--- src/rtl/uart_rx_frame_if.sv ---
// uart_rx_frame_if
//   Receive-side handshake bundle between the UART framer and its consumer.
//   rx_data     : received word, stable while rx_valid is high
//   rx_valid    : word available, held until accepted
//   rx_ready    : consumer accepts when rx_valid & rx_ready at a clk edge
//   frame_err   : 1-cycle pulse, stop bit sampled low
//   parity_err  : 1-cycle pulse, parity mismatch
//   overrun_err : 1-cycle pulse, frame completed while a word was still pending
//   master = framer side, slave = consumer side.
interface uart_rx_frame_if #(
    parameter int DATA_BITS = 8
);
    logic [DATA_BITS-1:0] rx_data;
    logic                 rx_valid;
    logic                 rx_ready;
    logic                 frame_err;
    logic                 parity_err;
    logic                 overrun_err;

    modport master (
        output rx_data,
        output rx_valid,
        output frame_err,
        output parity_err,
        output overrun_err,
        input  rx_ready
    );

    modport slave (
        input  rx_data,
        input  rx_valid,
        input  frame_err,
        input  parity_err,
        input  overrun_err,
        output rx_ready
    );
endinterface

--- src/rtl/uart_rx_frame.sv ---
// uart_rx_frame
//   UART receive framer. Synchronizes rx, qualifies the start bit at mid-bit,
//   then aligns the downstream baud generator so every baud_tick lands mid-bit.
//   Samples data LSB first, optional parity and the stop bit, and hands the
//   word out over a valid/ready handshake with framing/parity/overrun flags.
// Ports
//   clk, rst_n  : system clock, asynchronous active-low reset
//   rx          : asynchronous serial line, idle high
//   baud_tick   : 1-cycle mid-bit strobe from baud_gen
//   baud_en     : enable to baud_gen (align cycle and DATA/PARITY/STOP)
//   baud_align  : 1-cycle align pulse to baud_gen
//   busy        : high whenever the FSM is not IDLE
//   rx_if       : handshake and error flags (master side)
module uart_rx_frame #(
    parameter int CLK_FREQ_HZ = 1_600_000,
    parameter int BAUD_RATE   = 100_000,
    parameter int DATA_BITS   = 8,
    parameter int PARITY_EN   = 0,
    parameter int PARITY_ODD  = 0
) (
    input  logic                   clk,
    input  logic                   rst_n,
    input  logic                   rx,
    input  logic                   baud_tick,
    output logic                   baud_en,
    output logic                   baud_align,
    output logic                   busy,
    uart_rx_frame_if.master        rx_if
);

    localparam int DIVISOR = CLK_FREQ_HZ / BAUD_RATE;
    localparam int HALF    = DIVISOR / 2;
    localparam int HCW     = (HALF > 1) ? $clog2(HALF) : 1;
    localparam int BCW     = $clog2(DATA_BITS);

    typedef enum logic [2:0] {
        IDLE   = 3'd0,
        START  = 3'd1,
        DATA   = 3'd2,
        PARITY = 3'd3,
        STOP   = 3'd4,
        BREAK  = 3'd5
    } state_e;

    // Even-parity reduction of a data word.
    function automatic logic parity_of(input logic [DATA_BITS-1:0] w);
        return ^w;
    endfunction

    logic                 rx_meta_q, rx_sync_q, rx_s;
    state_e               state_q, state_d;
    logic [HCW-1:0]       half_q, half_d;
    logic [BCW-1:0]       bit_q, bit_d;
    logic [DATA_BITS-1:0] shift_q, shift_d;
    logic                 par_mis_q, par_mis_d;
    logic [DATA_BITS-1:0] data_q, data_d;
    logic                 valid_q, valid_d;
    logic                 fe_q, fe_d, pe_q, pe_d, oe_q, oe_d;
    logic                 align_q, align_d;
    logic                 en_q, en_d;
    logic                 busy_q, busy_d;

    assign rx_s = rx_sync_q;

    // Two-flop synchronizer, preset to the idle (high) line level.
    always_ff @(posedge clk or negedge rst_n) begin
        if (!rst_n) begin
            rx_meta_q <= 1'b1;
            rx_sync_q <= 1'b1;
        end else begin
            rx_meta_q <= rx;
            rx_sync_q <= rx_meta_q;
        end
    end

    // Next-state and next-output computation for the framer.
    always_comb begin
        state_d   = state_q;
        half_d    = half_q;
        bit_d     = bit_q;
        shift_d   = shift_q;
        par_mis_d = par_mis_q;
        data_d    = data_q;
        // An accept this edge retires the pending word before any new word lands.
        valid_d   = valid_q & ~rx_if.rx_ready;
        fe_d      = 1'b0;
        pe_d      = 1'b0;
        oe_d      = 1'b0;
        align_d   = 1'b0;
        case (state_q)
            IDLE: begin
                if (!rx_s) begin
                    state_d = START;
                    half_d  = '0;
                end else begin
                    state_d = IDLE;
                end
            end
            START: begin
                if (half_q == HCW'(HALF - 1)) begin
                    if (!rx_s) begin
                        align_d   = 1'b1;
                        bit_d     = '0;
                        par_mis_d = 1'b0;
                        state_d   = DATA;
                    end else begin
                        state_d   = IDLE;
                    end
                end else begin
                    half_d = half_q + HCW'(1);
                end
            end
            DATA: begin
                if (baud_tick) begin
                    shift_d = {rx_s, shift_q[DATA_BITS-1:1]};
                    if (bit_q == BCW'(DATA_BITS - 1)) begin
                        state_d = (PARITY_EN != 0) ? PARITY : STOP;
                    end else begin
                        bit_d = bit_q + BCW'(1);
                    end
                end else begin
                    state_d = DATA;
                end
            end
            PARITY: begin
                if (baud_tick) begin
                    par_mis_d = rx_s ^ parity_of(shift_q) ^ 1'(PARITY_ODD);
                    state_d   = STOP;
                end else begin
                    state_d   = PARITY;
                end
            end
            STOP: begin
                if (baud_tick) begin
                    if (!rx_s) begin
                        fe_d    = 1'b1;
                        state_d = BREAK;
                    end else if (par_mis_q) begin
                        pe_d    = 1'b1;
                        state_d = IDLE;
                    end else if (valid_q && !rx_if.rx_ready) begin
                        oe_d    = 1'b1;
                        state_d = IDLE;
                    end else begin
                        data_d  = shift_q;
                        valid_d = 1'b1;
                        state_d = IDLE;
                    end
                end else begin
                    state_d = STOP;
                end
            end
            BREAK: begin
                // Hold here until the line returns high so a stuck-low line cannot restart a frame.
                if (rx_s) begin
                    state_d = IDLE;
                end else begin
                    state_d = BREAK;
                end
            end
            default: begin
                state_d = IDLE;
            end
        endcase
        en_d   = (state_d == DATA) || (state_d == PARITY) || (state_d == STOP);
        busy_d = (state_d != IDLE);
    end

    // Framer state and registered outputs.
    always_ff @(posedge clk or negedge rst_n) begin
        if (!rst_n) begin
            state_q   <= IDLE;
            half_q    <= '0;
            bit_q     <= '0;
            shift_q   <= '0;
            par_mis_q <= 1'b0;
            data_q    <= '0;
            valid_q   <= 1'b0;
            fe_q      <= 1'b0;
            pe_q      <= 1'b0;
            oe_q      <= 1'b0;
            align_q   <= 1'b0;
            en_q      <= 1'b0;
            busy_q    <= 1'b0;
        end else begin
            state_q   <= state_d;
            half_q    <= half_d;
            bit_q     <= bit_d;
            shift_q   <= shift_d;
            par_mis_q <= par_mis_d;
            data_q    <= data_d;
            valid_q   <= valid_d;
            fe_q      <= fe_d;
            pe_q      <= pe_d;
            oe_q      <= oe_d;
            align_q   <= align_d;
            en_q      <= en_d;
            busy_q    <= busy_d;
        end
    end

    assign rx_if.rx_data     = data_q;
    assign rx_if.rx_valid    = valid_q;
    assign rx_if.frame_err   = fe_q;
    assign rx_if.parity_err  = pe_q;
    assign rx_if.overrun_err = oe_q;
    assign baud_align        = align_q;
    assign baud_en           = en_q;
    assign busy              = busy_q;

endmodule

--- src/flat_wrapper.sv ---
// flat-port wrapper written by rule: the top's interface ports become plain ports
module uart_rx_frame_flat 
#(
    parameter int CLK_FREQ_HZ = 1_600_000,
    parameter int BAUD_RATE   = 100_000,
    parameter int DATA_BITS   = 8,
    parameter int PARITY_EN   = 0,
    parameter int PARITY_ODD  = 0
)
  (clk, rst_n, rx, baud_tick, baud_en, baud_align, busy, rx_if_rx_data, rx_if_rx_valid, rx_if_frame_err, rx_if_parity_err, rx_if_overrun_err, rx_if_rx_ready);
  uart_rx_frame_if #(.DATA_BITS(DATA_BITS)) rx_if_i ();
  input  logic clk;
  input  logic rst_n;
  input  logic rx;
  input  logic baud_tick;
  output logic baud_en;
  output logic baud_align;
  output logic busy;
  output wire logic [$bits(rx_if_i.rx_data)-1:0] rx_if_rx_data;
  output wire logic [$bits(rx_if_i.rx_valid)-1:0] rx_if_rx_valid;
  output wire logic [$bits(rx_if_i.frame_err)-1:0] rx_if_frame_err;
  output wire logic [$bits(rx_if_i.parity_err)-1:0] rx_if_parity_err;
  output wire logic [$bits(rx_if_i.overrun_err)-1:0] rx_if_overrun_err;
  input wire logic [$bits(rx_if_i.rx_ready)-1:0] rx_if_rx_ready;
  assign rx_if_rx_data = rx_if_i.rx_data;
  assign rx_if_rx_valid = rx_if_i.rx_valid;
  assign rx_if_frame_err = rx_if_i.frame_err;
  assign rx_if_parity_err = rx_if_i.parity_err;
  assign rx_if_overrun_err = rx_if_i.overrun_err;
  assign rx_if_i.rx_ready = rx_if_rx_ready;
  uart_rx_frame #(.CLK_FREQ_HZ(CLK_FREQ_HZ), .BAUD_RATE(BAUD_RATE), .DATA_BITS(DATA_BITS), .PARITY_EN(PARITY_EN), .PARITY_ODD(PARITY_ODD)) u_core (.clk(clk), .rst_n(rst_n), .rx(rx), .baud_tick(baud_tick), .baud_en(baud_en), .baud_align(baud_align), .busy(busy), .rx_if(rx_if_i));
endmodule
--- config.mk ---
export PLATFORM = sky130hd
export DESIGN_NAME = uart_rx_frame_flat
export DESIGN_NICKNAME = d
export VERILOG_FILES = /design/src/rtl/uart_rx_frame_if.sv /design/src/rtl/uart_rx_frame.sv /design/src/flat_wrapper.sv
export SDC_FILE = /design/constraint.sdc
export NUM_CORES = 1
export LEC_CHECK = 0
export ABC_AREA = 1
export CAP_MARGIN = 20
export CELL_PAD_IN_SITES_DETAIL_PLACEMENT = 0
export CELL_PAD_IN_SITES_GLOBAL_PLACEMENT = 1
export CORE_ASPECT_RATIO = 1.1
export CORE_MARGIN = 8
export CORE_UTILIZATION = 41
export DETAILED_ROUTE_END_ITERATION = 8
export GPL_ROUTABILITY_DRIVEN = 1
export PLACE_DENSITY_LB_ADDON = 0.1
export SYNTH_ARGS = -nofsm -noshare
export SYNTH_HDL_FRONTEND = slang
export SYNTH_SLANG_ARGS = --single-unit
--- constraint.sdc ---
create_clock -name clk -period 1.5 [get_ports clk]
set_input_delay 0.15 -clock clk [delete_from_list [all_inputs] [get_ports clk]]
set_output_delay 0.15 -clock clk [all_outputs]
set_load 0.01 [all_outputs]
==> impl_metrics.toml, run 1 <==
[run_status]
status = "finished, final reports clean"

[logic_synthesis]
synthTopCellsByArea = "dfrtp_1 (51%), nand2_1 (13%), inv_1 (4.9%)"
yosysWarningCount = 0
synthXorXnorAreaFrac_pct = 0.542
synth_top_area_share_pct = 51.1
synthCells = 179
synth_seq_cells = 35
synth-main-ff-cell = "dfrtp_1"
yosys.area_share.simple_pct = 25.7
synth-compound-area-share_pct = 9.75
ys_seq_area_share_pct = 54.3
synth.area.mux_share_pct = 0
synth.distinct_cells = 26
syn_area_mm2 = 0.00162
synth_nets = 188
synth-edff-count = 0
yosysTopAreaCell = "dfrtp_1"
synth_area_per_cell_um2 = 9.03
yosys.area_share.adder_pct = 3.10
async_flop_share_pct = 100
synth_top_family_by_area = "simple AND/OR/NAND/NOR gates"

[global_routing]
grt_use_total_pct = 11.6
grt_pass1_wl_mm = 5.40
grt_start_max_net_pins = 36
grt_antenna_before_repair = 0
grt_pass1_vias = 1201
grt.overflow.total = 0

[clock_network]
h-tree-depth = 2
clk_latency_ns = 0.29
numCtsBuffers = 5
clkTransAtPathRegs_ns = 0.06
cts_tree = "done"
root_buffer = "clkbuf_8"
cts_buffer_depth = 2
cts_hold_buf = 0
cts_sinks = 35

[layout]
multi_input_area_um2 = 637
final_common_cell = "nand2_1"
final_cell_mix = "nand2_1 (54), dfrtp_1 (33), inv_1 (21)"
num-nets-final = 219
antenna_cells = 0
fillCellCount = 362
syn2layout_area_growth_pct = 23.5
drive_above_1_share_pct = 19.0
seq_area_um2 = 878

[sta]
fin_worst_skew_ns = 0.00748
worst_pin_slew_ns = 0.445
fin_crit_ns = 1.40
setup_viol_count_final = 0
relSlewSlack_pct = 70.3
finalMaxSlewViolations = 0
min_period_over_period_pct = 93.4
rsz0062_at_grt = "false"
setup_tns_ns = 0
fmax_ghz = 0.714
hold_violations = 0

[setup_path]
critical_path_arrival_ns = 1.57
path_class = "flip-flop to flip-flop"
cp_top_family = "simple AND/OR/NAND/NOR gates"
slowest_stage = "dfrtp_1"
critical-path-max-stage-delay_ns = 0.40
crit_chain = "ha_1, ha_1, nand2_1, nand2_1, nand2_1, nand2_1, nor2_1, nand2b_1"
critPathCaptureType = "flip-flop"
critPathLaunchType = "flip-flop"
crit_fanout = 3
critPathRequiredTime_ns = 1.67
cpMostUsedCell = "nand2_1"
cp_num_buf_inv = 0

[detailed_routing]
vias_per_cell = 4.52
wl_per_cell_um = 11.4
drcViolationCount = 0
drtPass1Iterations = 4
drtAntennaViolNets = 0
drtIter0Drc = 44
vias = 1188
drt_wl_total_mm = 3.00

[floorplan]
die_h_um = 81.9
num_rows = 24
dieArea_mm2 = 0.00621
core_area_mm2 = 0.00387
die_w_um = 75.9
ios = 20
initial_core_util_pct = 41.7

[place]
dp_hpwl_mm = 2.21
gp_congestion = 0.834
portBuffers = 19

[min_path]
min_path_type = "input pin to flip-flop"

[pwr]
p_leak_uw = 0.000984
irDropWorstVdd_mv = 0.821
finalPower_uw = 2430
p_per_area_mw_per_mm2 = 1220

[run]
drv_cap = 0
[sequential cells by signal, indices dropped and copies added (netlist names)]
name	count
u_core.bit_q	3
u_core.rx_if.rx_data	8
u_core.half_q	3
u_core.rx_meta_q	1
u_core.par_mis_q	1
u_core.shift_q	8
u_core.baud_align	1
u_core.state_q	3
u_core.rx_if.overrun_err	1
u_core.rx_s	1
u_core.baud_en	1
u_core.busy	1
u_core.rx_if.rx_valid	1
u_core.rx_if.frame_err	1
u_core.rx_if.parity_err	1
[layer usage]
layer / global-route usage [%] / vias to the layer above / share of wire, %
met5: 0 / - / 0
met2: 19.4 / 17 / 50
met1: 12.7 / 541 / 43
met4: 5.77 / 0 / 2.1
li1: - / 624 / -
met3: 3.91 / 6 / 4.8
[report_power, final]
part / switching, µW / total, µW / internal (µW)
Clock: 326 / 644 / 317
Sequential: 96.8 / 1170 / 1070
Combinational: 324 / 622 / 298
Total: 747 / 2430 / 1690
[path summary, 6_finish.rpt]
| check | start | endpoint | slack (ns) | cells past startpoint |
|---|---|---|---|---|
| max | u_core.bit_q[0] | u_core.busy | 0.1 | 8 |
| min | rx | u_core.rx_meta_q | 0.27 | 1 |
| max in group asynchronous | rst_n | u_core.rx_meta_q | 0.88 | 2 |
| max reg2reg | u_core.bit_q[0] | u_core.busy | 0.1 | 8 |
| min in group asynchronous | rst_n | u_core.rx_if.rx_data[5] | 0.28 | 2 |
| min reg2reg | u_core.rx_meta_q | u_core.rx_s | 0.36 | 0 |
[cell usage after synthesis, types with 3 or more instances]
| master | count |
|---|---|
| nand2_1 | 54 |
| nand2_2 | 5 |
| o21ai_2 | 8 |
| nor2_1 | 12 |
| o21ai_0 | 9 |
| nand3_2 | 3 |
| nand3_1 | 10 |
| dfrtp_1 | 33 |
| ha_1 | 4 |
| inv_1 | 21 |
[worst reg2reg max path: cells and delay by family, from the launching register on]
kind                       cells  cell delay, ns
DFF                            1            0.40
and+or+nand+nor                6            0.49
adders and majority gates      2            0.40
[cells by family after synthesis]
logic type / after synthesis
AOI/OAI and AO/OA: 23
xor gates and xnor gates: 1
adders and majority gates: 4
buffers and inverters: 26
DFF: 35
and+or+nand+nor: 90
[what timing repair did]
| item | CTS | global route |
|---|---|---|
| resized for setup | 0 | 1 |
| buffers inserted | 0 | 1 |
| endpoints found under the setup margin | 0 | 2 |
[stage by stage]
stage | setup WS, ns | util [%] | cell area [µm²] | hold slack, ns | instances
2_1_floorplan | 0.173 | - | 1620 | -0.146 | 179
3_3_place_gp | -0.00411 | 49.1 | 1900 | 0.347 | 254
3_5_place_dp | -0.0318 | 49.1 | 1900 | 0.350 | 254
4_1_cts | 0.0442 | 51.2 | 1980 | 0.257 | 262
5_1_grt | 0.00127 | 51.6 | 2000 | 0.257 | 263
6_report | 0.0995 | 51.6 | 2000 | 0.269 | 263
[cell type report]
class                   count  share of cell area (%)
inverters                  24                    4.51
flip-flops and latches     35                    44.0
repair buffers             26                    12.2
clock buffers               5                    3.45
well taps                  52                    3.26
multi-input cells         118                    31.9
clock inverters             3                   0.752
Note: power is estimated with default switching activity, not from simulation.
==> run 2: changes to the inputs <==
--- a/config.mk
+++ b/config.mk
@@ -16,4 +16,5 @@
 export GPL_ROUTABILITY_DRIVEN = 1
 export PLACE_DENSITY_LB_ADDON = 0.1
+export SKIP_CTS_REPAIR_TIMING = 1
 export SYNTH_ARGS = -nofsm -noshare
 export SYNTH_HDL_FRONTEND = slang
==> constraint.sdc (replaced) <==
create_clock -name clk -period 1.5 [get_ports clk]
set_input_delay 0.225 -clock clk [delete_from_list [all_inputs] [get_ports clk]]
set_output_delay 0.225 -clock clk [all_outputs]
set_load 0.01 [all_outputs]
==> impl_metrics.toml, run 2 (synthesis gave the netlist of run 1 again) <==
[run_status]
status = "finished, final reports clean"

[detailed_routing]
drtAntennaViolNets = 0
vias = 1214
drt_wl_total_mm = 2.97
vias_per_cell = 4.60
drcViolationCount = 0
drtPass1Iterations = 4
wl_per_cell_um = 11.3
drtIter0Drc = 33

[floorplan]
dieArea_mm2 = 0.00621
initial_core_util_pct = 41.7
die_h_um = 81.9
ios = 20
core_area_mm2 = 0.00387
die_w_um = 75.9
num_rows = 24

[setup_path]
critPathLaunchType = "flip-flop"
worstSetupStartpoint = "u_core.rx_if.rx_data[7]"
critPathRequiredTime_ns = 1.27
critical_path_arrival_ns = 1.18
critPathCaptureType = "primary output"
crit_fanout = 2
r2r_cells = 8
crit_path_end = "rx_if_rx_data[7]"
r2r-end = "u_core.busy"
crit_cells = 1
path_class = "flip-flop to primary output"
r2r_slack_ns = 0.09
critical-path-max-stage-delay_ns = 0.54
crit_chain = "clkdlybuf4s50_1"
cp_num_buf_inv = 1
r2r_start = "u_core.bit_q[0]"
cp_top_family = "buffers and inverters"
slowest_stage = "clkdlybuf4s50_1"

[place]
dp.cells = 256
dp_hpwl_mm = 2.34
gp_congestion = 0.838
dpl_worst_slack_ns = -0.102
place_area_mm2 = 0.00192
portBuffers = 19

[clock_network]
cts_tree = "done"
clk_latency_ns = 0.28
numCtsBuffers = 5
root_buffer = "clkbuf_8"
cts_sinks = 35
cts_buffer_depth = 2
clkTransAtPathRegs_ns = 0.07
h-tree-depth = 2

[pwr]
p_leak_uw = 0.000990
p_per_area_mw_per_mm2 = 1240
irDropWorstVdd_mv = 0.916
finalPower_uw = 2510

[global_routing]
grt_use_total_pct = 11.2
grt_start_max_net_pins = 21
grt.overflow.total = 0
grt_antenna_before_repair = 0
grt_pass1_wl_mm = 5.24
grt_pass1_vias = 1262

[layout]
final_cell_mix = "nand2_1 (54), dfrtp_1 (33), inv_1 (21)"
final_cell_count_no_fill = 264
seq_area_um2 = 878
syn2layout_area_growth_pct = 25.2
multi_input_area_um2 = 639
antenna_cells = 0
drive_above_1_share_pct = 19.3
fillCellCount = 363
num-nets-final = 220
final_common_cell = "nand2_1"
fin_area_mm2 = 0.00202

[sta]
min_period_over_period_pct = 93.8
fin_worst_skew_ns = 0.00442
worst_pin_slew_ns = 0.293
relSlewSlack_pct = 80.3
rsz0062_at_grt = "false"
fmax_ghz = 0.710
fin_crit_ns = 1.41
setup_ws_ns = 0.0923
whs_ns = 0.284
hold_violations = 0
finalMaxSlewViolations = 0
setup_viol_count_final = 0

[run]
drv_cap = 0

[min_path]
min_path_type = "input pin to asynchronous set/reset pin"
-- run 2: worst register-to-register path: stages (launching register included) --
cell and delay, ns:
dfrtp_1 0.40, ha_1 0.21, ha_1 0.19, nand2_1 0.10, nand2_1 0.06, nand2_1 0.05
nand2_1 0.08, nor2_1 0.13, nand2b_1 0.07
-- run 2: worst min-delay path by stage --
stage	from	to	slack [ns]	cells past startpoint
4_1_cts	rst_n	u_core.half_q[1]	0.29	2
2_1_floorplan	rst_n	u_core.baud_align	-0.07	0
3_5_place_dp	u_core.rx_meta_q	u_core.rx_s	0.35	0
5_1_grt	rst_n	u_core.shift_q[6]	0.30	2
6_report	rst_n	u_core.rx_if.rx_data[6]	0.28	2
3_3_place_gp	u_core.rx_meta_q	u_core.rx_s	0.35	0
-- run 2: report_power, final --
group	total, µW	internal [µW]	switching, µW
Clock	729	419	311
Combinational	608	290	318
Sequential	1170	1070	102
Total	2510	1780	731
-- run 2: stage by stage --
stage	TNS [ns]	util, %
after floorplan	0	-
after global placement	-0.625	49.5
after detailed placement	-0.819	49.5
after CTS	0	52.0
after global routing	0	52.2
final	0	52.2
-- run 2: layout make-up --
cell class / count / share of cell area [%]
repair buffers: 27 / 12.4
flip-flops and latches: 35 / 43.4
multi-input cells: 118 / 31.6
clock buffers: 8 / 4.95
inverters: 24 / 4.45
well taps: 52 / 3.22
-- run 2: per-layer routing --
| metal | share of wire [%] | track usage, % | vias to the layer above | wire [µm] |
|---|---|---|---|---|
| li1 | - | - | 628 | - |
| met1 | 41 | 11.3 | 566 | 1230 |
| met2 | 53 | 20.0 | 16 | 1560 |
| met3 | 5.0 | 3.91 | 4 | 150 |
| met4 | 1.1 | 5.00 | 0 | 33 |
| met5 | 0 | 0 | - | 0 |
==> run 3: changes to the inputs <==
ABC_CLOCK_PERIOD_IN_PS = 1630   (was not set)
CORE_UTILIZATION = 44   (was 41)
clock period = 1.63 ns   (was 1.5 ns; I/O delays follow)
==> impl_metrics.toml, run 3 (synthesis gave the netlist of run 1 again) <==
[setup_path]
r2r_cells = 8
r2r-end = "u_core.bit_q[1]"
r2r_start = "u_core.half_q[0]"
crit_fanout = 4
r2r_slack_ns = 0.14
critPathLaunchType = "flip-flop"
critPathCaptureType = "flip-flop"
critical_path_arrival_ns = 1.66
critPathRequiredTime_ns = 1.80
path_class = "flip-flop to flip-flop"

[global_routing]
grt_use_total_pct = 11.2
grt_pass1_vias = 1180
grt_start_max_net_pins = 36
grt_pass1_wl_mm = 5.13
grt.overflow.total = 0
grt_antenna_before_repair = 0

[place]
portBuffers = 19
dp_hpwl_mm = 2.14
gp_congestion = 0.823
place_area_mm2 = 0.00189

[pwr]
p_leak_uw = 0.000969
p_per_area_mw_per_mm2 = 1130
finalPower_uw = 2230
irDropWorstVdd_mv = 0.975

[sta]
worst_pin_slew_ns = 0.260
relSlewSlack_pct = 82.6
fin_crit_ns = 1.49
fmax_ghz = 0.672
setup_viol_count_final = 0
rsz0062_at_grt = "false"
whs_ns = 0.346
min_period_over_period_pct = 91.3
hold_violations = 0
setup_tns_ns = 0
finalMaxSlewViolations = 0
fin_worst_skew_ns = 0.00563

[layout]
fillCellCount = 333
final_common_cell = "nand2_1"
antenna_cells = 0
multi_input_area_um2 = 632
num-nets-final = 215
syn2layout_area_growth_pct = 22.2
final_cell_mix = "nand2_1 (54), dfrtp_1 (33), inv_1 (21)"
seq_area_um2 = 878
drive_above_1_share_pct = 16.5
post-route-util_pct = 54.9
fin_area_mm2 = 0.00198

[clock_network]
numCtsBuffers = 5
h-tree-depth = 2
clk_latency_ns = 0.28
clkTransAtPathRegs_ns = 0.07
root_buffer = "clkbuf_8"
cts_sinks = 35
cts_tree = "done"
cts_buffer_depth = 2

[floorplan]
ios = 20
die_h_um = 79.6
core_area_mm2 = 0.00360
die_w_um = 73.8
num_rows = 23
dieArea_mm2 = 0.00587
initial_core_util_pct = 44.9

[detailed_routing]
vias_per_cell = 4.74
drtPass1Iterations = 4
drtAntennaViolNets = 0
drt_wl_total_mm = 2.96
wl_per_cell_um = 11.6
vias = 1214
drtIter0Drc = 74
drcViolationCount = 0

[min_path]
min_path_type = "input pin to asynchronous set/reset pin"

[run_status]
status = "finished, final reports clean"

[run]
drv_cap = 0
run 3: how the worst max path moves through the flow:
stage,start,cells past startpoint,to,slack [ns]
after global placement,baud_tick,6,u_core.rx_if.rx_data[7],0.08
after global routing,u_core.half_q[0],8,u_core.bit_q[1],0.01
after floorplan,u_core.half_q[0],8,u_core.bit_q[1],0.30
final,u_core.half_q[0],8,u_core.bit_q[1],0.14
after detailed placement,baud_tick,6,u_core.rx_if.rx_data[4],0.05
after CTS,u_core.half_q[0],8,u_core.bit_q[1],0.12
run 3: report_power, final:
part	leakage [µW]	total, µW	switching (µW)	internal, µW
Sequential	0.000469	1080	90.2	986
Clock	0.0000470	626	295	331
Combinational	0.000453	530	290	240
Total	0.000969	2230	675	1560
run 3: through the flow:
stage | setup slack, ns | cells
3_3_place_gp | 0.0804 | 249
3_5_place_dp | 0.0493 | 249
4_1_cts | 0.124 | 256
2_1_floorplan | 0.303 | 179
5_1_grt | 0.0113 | 256
6_report | 0.143 | 256
run 3: layout make-up:
type / instances / area share (%)
clock buffer: 6 / 4.18
timing repair buffer: 22 / 11.4
multi-input combinational: 118 / 32.0
sequential: 35 / 44.5
tap: 50 / 3.17
inverter: 24 / 4.56
clock inverter: 1 / 0.253
run 3: critical path, cell delays in order (launching register included):
cell and delay, ns:
dfrtp_1 0.41, ha_1 0.21, ha_1 0.20, nand3_1 0.17
nand2_1 0.09, nand3_1 0.11, clkinv_1 0.09, nand2_1 0.06
nand2_1 0.05
run 3: layer usage:
layer	vias up	GRT usage, %	part of all wire (%)
met1	558	13.6	46
met3	7	4.02	7.8
li1	617	-	-
met5	-	0	0
met2	32	16.7	44
met4	0	6.60	2.2
==> variant 1 (config.mk and constraints of run 1) <==
`PARITY_EN` is set to 0 in 2 places; all go to 1.
--- a/src/rtl/uart_rx_frame.sv
+++ b/src/rtl/uart_rx_frame.sv
@@ -16,5 +16,5 @@
     parameter int BAUD_RATE   = 100_000,
     parameter int DATA_BITS   = 8,
-    parameter int PARITY_EN   = 0,
+    parameter int PARITY_EN   = 1,
     parameter int PARITY_ODD  = 0
 ) (
--- a/src/flat_wrapper.sv
+++ b/src/flat_wrapper.sv
@@ -5,5 +5,5 @@
     parameter int BAUD_RATE   = 100_000,
     parameter int DATA_BITS   = 8,
-    parameter int PARITY_EN   = 0,
+    parameter int PARITY_EN   = 1,
     parameter int PARITY_ODD  = 0
 )
Check against the original RTL: no difference found for any inputs over 10 cycles, from zero or initial values and one cycle with rst_n low; that may be too few to reach the edited logic, so the function may still have changed.
==> variant 1 against run 1 <==
Area after synthesis grew 1.1%; highest routed layer unchanged; worst setup slack lost 0.0061 ns; sequential cell count is the same; final cell count grew 7.2%; routed wire length grew 13%; final area grew 3.4%.
Power is not compared: it rests on default switching activity, and its combinational part moved more than twofold at a synthesized area within 25%.
==> variant 1: results (changes against run 1) <==
Status
  • Status: completed

Logic synthesis
  • Syn avg cell area: 8.38 um2 (-7.2%)
  • Post-synthesis compound-gate area fraction: 7.50% (-2.2 points)
  • XOR/XNOR Fraction of Synth Area: 0% (-0.54 points)
  • Mux cell area share after synthesis: 0% (unchanged)
  • Net Count, Synth: 204 (+8.5%)
  • Ys Warns: 0 (unchanged)
  • Synth unique cells: 25 (-3.8%)
  • Most frequent cells after synthesis: nand2_1, dfrtp_1, inv_1
  • Asr flop ratio synth: 100% (unchanged)
  • Synth area leaders: dfrtp_1, nand2_1, inv_1
  • Sequential area share after synthesis: 53.8% (-0.58 points)
  • Adder-Cell Fraction of Synth Area: 3.06% (-0.033 points)

Critical path
  • Crit Path Category: flop to flop
  • CP peak stage delay: 0.42 ns (+0.02 ns)
  • WP data arrival: 1.63 ns (+0.06 ns)
  • Crit path max fanout: 6 (+3)
  • FF-to-FF End: u_core.rx_if.rx_data[3]
  • Slowest stage cell, crit path: dfrtp_1
  • Reg-to-reg slack, setup: 0.09 ns
  • Worst Reg2Reg Path Length in Cells: 7 (-1)
  • Top delay family on crit path: simple AND/OR/NAND/NOR gates
  • Worst R2R Start: u_core.state_q[0]

GRT
  • Initial antenna violation count: 0 (unchanged)
  • Vias in the first global route: 1,383 (+15%)
  • Largest net degree at the start of global routing: 36 (unchanged)
  • GRT Overall Usage: 11.7% (+0.15 points)
  • First-pass GRT wire length: 5.89 mm (+9.1%)

Clocking
  • PostCTS Resize Cnt: 0 (unchanged)
  • Post-CTS setup buffers: 0 (unchanged)
  • H-tree levels: 2 (unchanged)
  • Clock Latency Late Sink: 0.28 ns
  • Root Driver: clkbuf_8
  • CTS buffer count: 5 (unchanged)
  • Bufs on Longest Clock Path: 2 (unchanged)

Place
  • Dpl cell area: 1940 um2 (+2.1%)
  • IO Port Bufs: 19 (unchanged)
  • Place WS: -0.0798 ns (-0.0479 ns)
  • Post-Place Cells: 273 (+7.5%)
  • Post-DP HPWL: 2.46 mm (+12%)
  • Routability Congestion: 0.895 (+7.3%)

Finish
  • ANT cells: 0 (unchanged)
  • Share of layout cells above drive strength 1: 13.9% (-5.0 points)
  • Nets: 238 (+8.7%)
  • Finished Layout Cells: 282 (+7.2%)

STA
  • Hold_ws: 0.268 ns (-0.000351 ns)
  • Min Tclk post-route: 1.41 ns (+0.00607 ns)
  • Slew headroom: 70.1% (-0.23 points)
  • Final setup skew: 0.00412 ns (-0.00336 ns)

Power and ir drop
  • Static Leak: 0.00104 uW
  • VDD IR max: 0.000958 V

Hold path
  • Hold EP: u_core.rx_meta_q
  • Worst hold start: rx
  • Hold Path Stages: 1 (unchanged)
  • Worst hold path class: primary input to flop

Drt
  • Via density: 4.74 (+4.9%)
  • Pre-antenna DRT Iters: 4 (unchanged)
  • Drt wl/cell: 12.0 um (+5.3%)
  • Detailed Route Iter0 Violations: 86 (+95%)
==> variant 1: cell count changes in the layout (fill, tap and decap cells not counted), moves of 3 or more <==
cell / change
buf_4: +3
nand2_1: +21
nand2_2: -4
nor2_1: -5
nor2_2: +3
o21a_1: +8
o21ai_2: -8
==> variant 1: per-layer routing <==
| layer | track usage [%] | wire length [um] | vias to the layer above |
|---|---|---|---|
| li1 | - | - | 680 |
| met1 | 11.5 | 1420 | 624 |
| met2 | 21.8 | 1740 | 20 |
| met3 | 3.79 | 126 | 12 |
| met4 | 6.92 | 106 | 0 |
| met5 | 0 | 0 | - |
==> variant 1: power breakdown <==
part	internal, uW	switching [uW]	total, uW
Combinational	746	943	1690
Sequential	1300	247	1550
Clock	326	326	652
Total	2370	1520	3890
==> variant 1: layout make-up <==
class / count / area [um2]
tap: 52 / 65.1
fill: 374 / 1840
timing repair buffer: 29 / 265
multi-input combinational: 133 / 681
inverter: 25 / 93.8
clock inverter: 1 / 5.00
clock buffer: 7 / 76.3
sequential: 35 / 878
==> variant 2 (settings of run 1) <==
Made on the original files. The 6 states of `state_e` get a Gray code encoding in 3 bits.
--- a/src/rtl/uart_rx_frame.sv
+++ b/src/rtl/uart_rx_frame.sv
@@ -35,10 +35,10 @@
 
     typedef enum logic [2:0] {
-        IDLE   = 3'd0,
-        START  = 3'd1,
-        DATA   = 3'd2,
-        PARITY = 3'd3,
-        STOP   = 3'd4,
-        BREAK  = 3'd5
+        IDLE   = 3'b000,
+        START  = 3'b001,
+        DATA   = 3'b011,
+        PARITY = 3'b010,
+        STOP   = 3'b110,
+        BREAK  = 3'b111
     } state_e;
 
Check against the original RTL: same outputs for any inputs over 10 cycles, from zero or initial values and one cycle with rst_n low; not proved beyond that.
==> variant 2 against run 1 <==
Area after synthesis up 2.3%; final area rose by 4.4%; first-iteration DRC count increased by 4.5%; non-clock buffer count rose by 4; utilization rose by 1.5 points; die area up 1.8%; sequential cell count did not move; final cell count up 1.5%; fmax down 1.2%; clock skew decreased by 0.0031 ns; worst setup slack worse by 0.018 ns; routed wire length is 6.9% higher.
Power is not compared: it rests on default switching activity, and its combinational part moved more than twofold at a synthesized area within 25%.
==> variant 2: results (changes against run 1) <==
Hold path
  • Worst hold path class: primary input to async pin

Logic synthesis
  • Syn avg cell area: 9.24 um2 (+2.3%)
  • Asr flop ratio synth: 100% (unchanged)
  • Ys Warns: 0 (unchanged)
  • Sequential area share after synthesis: 53.1% (-1.2 points)
  • Most frequent cells after synthesis: nand2_1, dfrtp_1, inv_1
  • Synth area leaders: dfrtp_1, nand2_1, inv_1
  • Net Count, Synth: 188 (unchanged)
  • Synth unique cells: 29 (+12%)

Drt
  • Via count of the routed design: 1,238 (+4.2%)
  • Drt wl/cell: 12.0 um (+5.3%)
  • Drt total wl: 3.21 mm (+6.9%)
  • Detailed Route Iter0 Violations: 46 (+4.5%)

STA
  • Worst-Margin Slew: 0.512 ns (+0.0668 ns)
  • Final setup skew: 0.00442 ns (-0.00306 ns)

Critical path
  • Worst R2R Start: u_core.state_q[2]
  • Worst Setup SP: u_core.state_q[2]
  • CP peak stage delay: 0.42 ns (+0.02 ns)
  • FF-to-FF End: u_core.rx_if.rx_data[1]
  • Reg-to-reg slack, setup: 0.08 ns (-0.02 ns)
  • Crit path max fanout: 7 (+4)
  • WP data arrival: 1.64 ns (+0.07 ns)
  • Worst Reg2Reg Path Length in Cells: 7 (-1)

Place
  • Routability Congestion: 0.832 (-0.22%)
  • Post-Place Cells: 253 (-0.39%)
  • IO Port Bufs: 19 (unchanged)
  • Post-DP HPWL: 2.33 mm (+5.5%)

Finish
  • Final clock-cell share: 3.90% (-0.30 points)
  • Multi-input gate area: 706 um2 (+11%)
  • #MultiIn Comb: 121 (+2.5%)
  • Nets: 223 (+1.8%)
  • Clkbuf count: 7 (+2)
  • Share of layout cells above drive strength 1: 19.5% (+0.58 points)
  • # fillers: 392 (+8.3%)
  • Buffering overhead: 13.3% (+1.1 points)
  • Non-clock buffers: 30 (+15%)
  • Inverter count of the layout excluding clock inverters: 21 (-13%)
  • Register fraction of the total cell area: 42.1% (-1.9 points)

Clocking
  • Bufs on Longest Clock Path: 2 (unchanged)
  • H-tree levels: 2 (unchanged)
  • Clk sinks: 35 (unchanged)

GRT
  • Vias in the first global route: 1,308 (+8.9%)
  • GRT Overall Usage: 11.0% (-0.54 points)
  • First-pass GRT wire length: 5.57 mm (+3.2%)

Status
  • Status: completed
-- variant 2: cell types whose count changed after synthesis, moves of 2 or more --
cell and change:
nor2_1 -3, nand2_1 +2, nand2_2 -3, xnor2_1 +2, o21ai_0 -5, inv_2 +2
o21a_1 +5, inv_1 -4, o21ai_2 -7, nand3_2 -3, o21ai_1 +8
-- variant 2: where the power goes --
group          switching, uW  leakage (uW)  internal [uW]
registers                226      0.000454           1210
clock network            312     0.0000422            325
logic                    750      0.000557            621
-- variant 2: kinds of logic (layout without fill, tap and decap cells) --
kind of cell               count (synthesis)  count (layout)  share of synthesized area, %
DFF                                       35              35                          53.1
and+or+nand+nor                           87              87                          25.3
adders and majority gates                  4               4                          3.03
AOI/OAI and AO/OA                         25              25                          9.38
muxes                                      1               1                         0.907
xor gates and xnor gates                   4               4                          2.12
buffers and inverters                     23              59                          6.13
-- variant 2: metrics by stage --
step / cell area, um2 / hold WS [ns] / setup TNS (ns) / setup slack [ns]
after floorplan: 1650 / -0.146 / 0 / 0.128
after CTS: 2010 / 0.276 / 0 / 0.0154
final: 2090 / 0.276 / 0 / 0.0819
after detailed placement: 1920 / 0.351 / 0 / 0.0355
after global routing: 2090 / 0.266 / -0.0881 / -0.0245
after global placement: 1920 / 0.348 / 0 / 0.0324
-- variant 2: repair_timing --
action	CTS	global route
setup buffers	0	6
endpoints found under the setup margin	0	11
hold buffers	0	0
resized for setup	0	12
-- variant 2: per-layer routing --
layer / vias to the layer above / GRT usage, % / wire length (um)
met2: 17 / 19.4 / 1710
met4: 0 / 5.77 / 59
met3: 5 / 4.33 / 153
met1: 582 / 11.5 / 1280
li1: 634 / - / -
met5: - / 0 / 0
-- variant 2: worst register-to-register path, delay by kind of cell (launching register included) --
kind          cells  cell delay [ns]
flops             1             0.42
buf+inv           2             0.22
simple gates      5             0.71
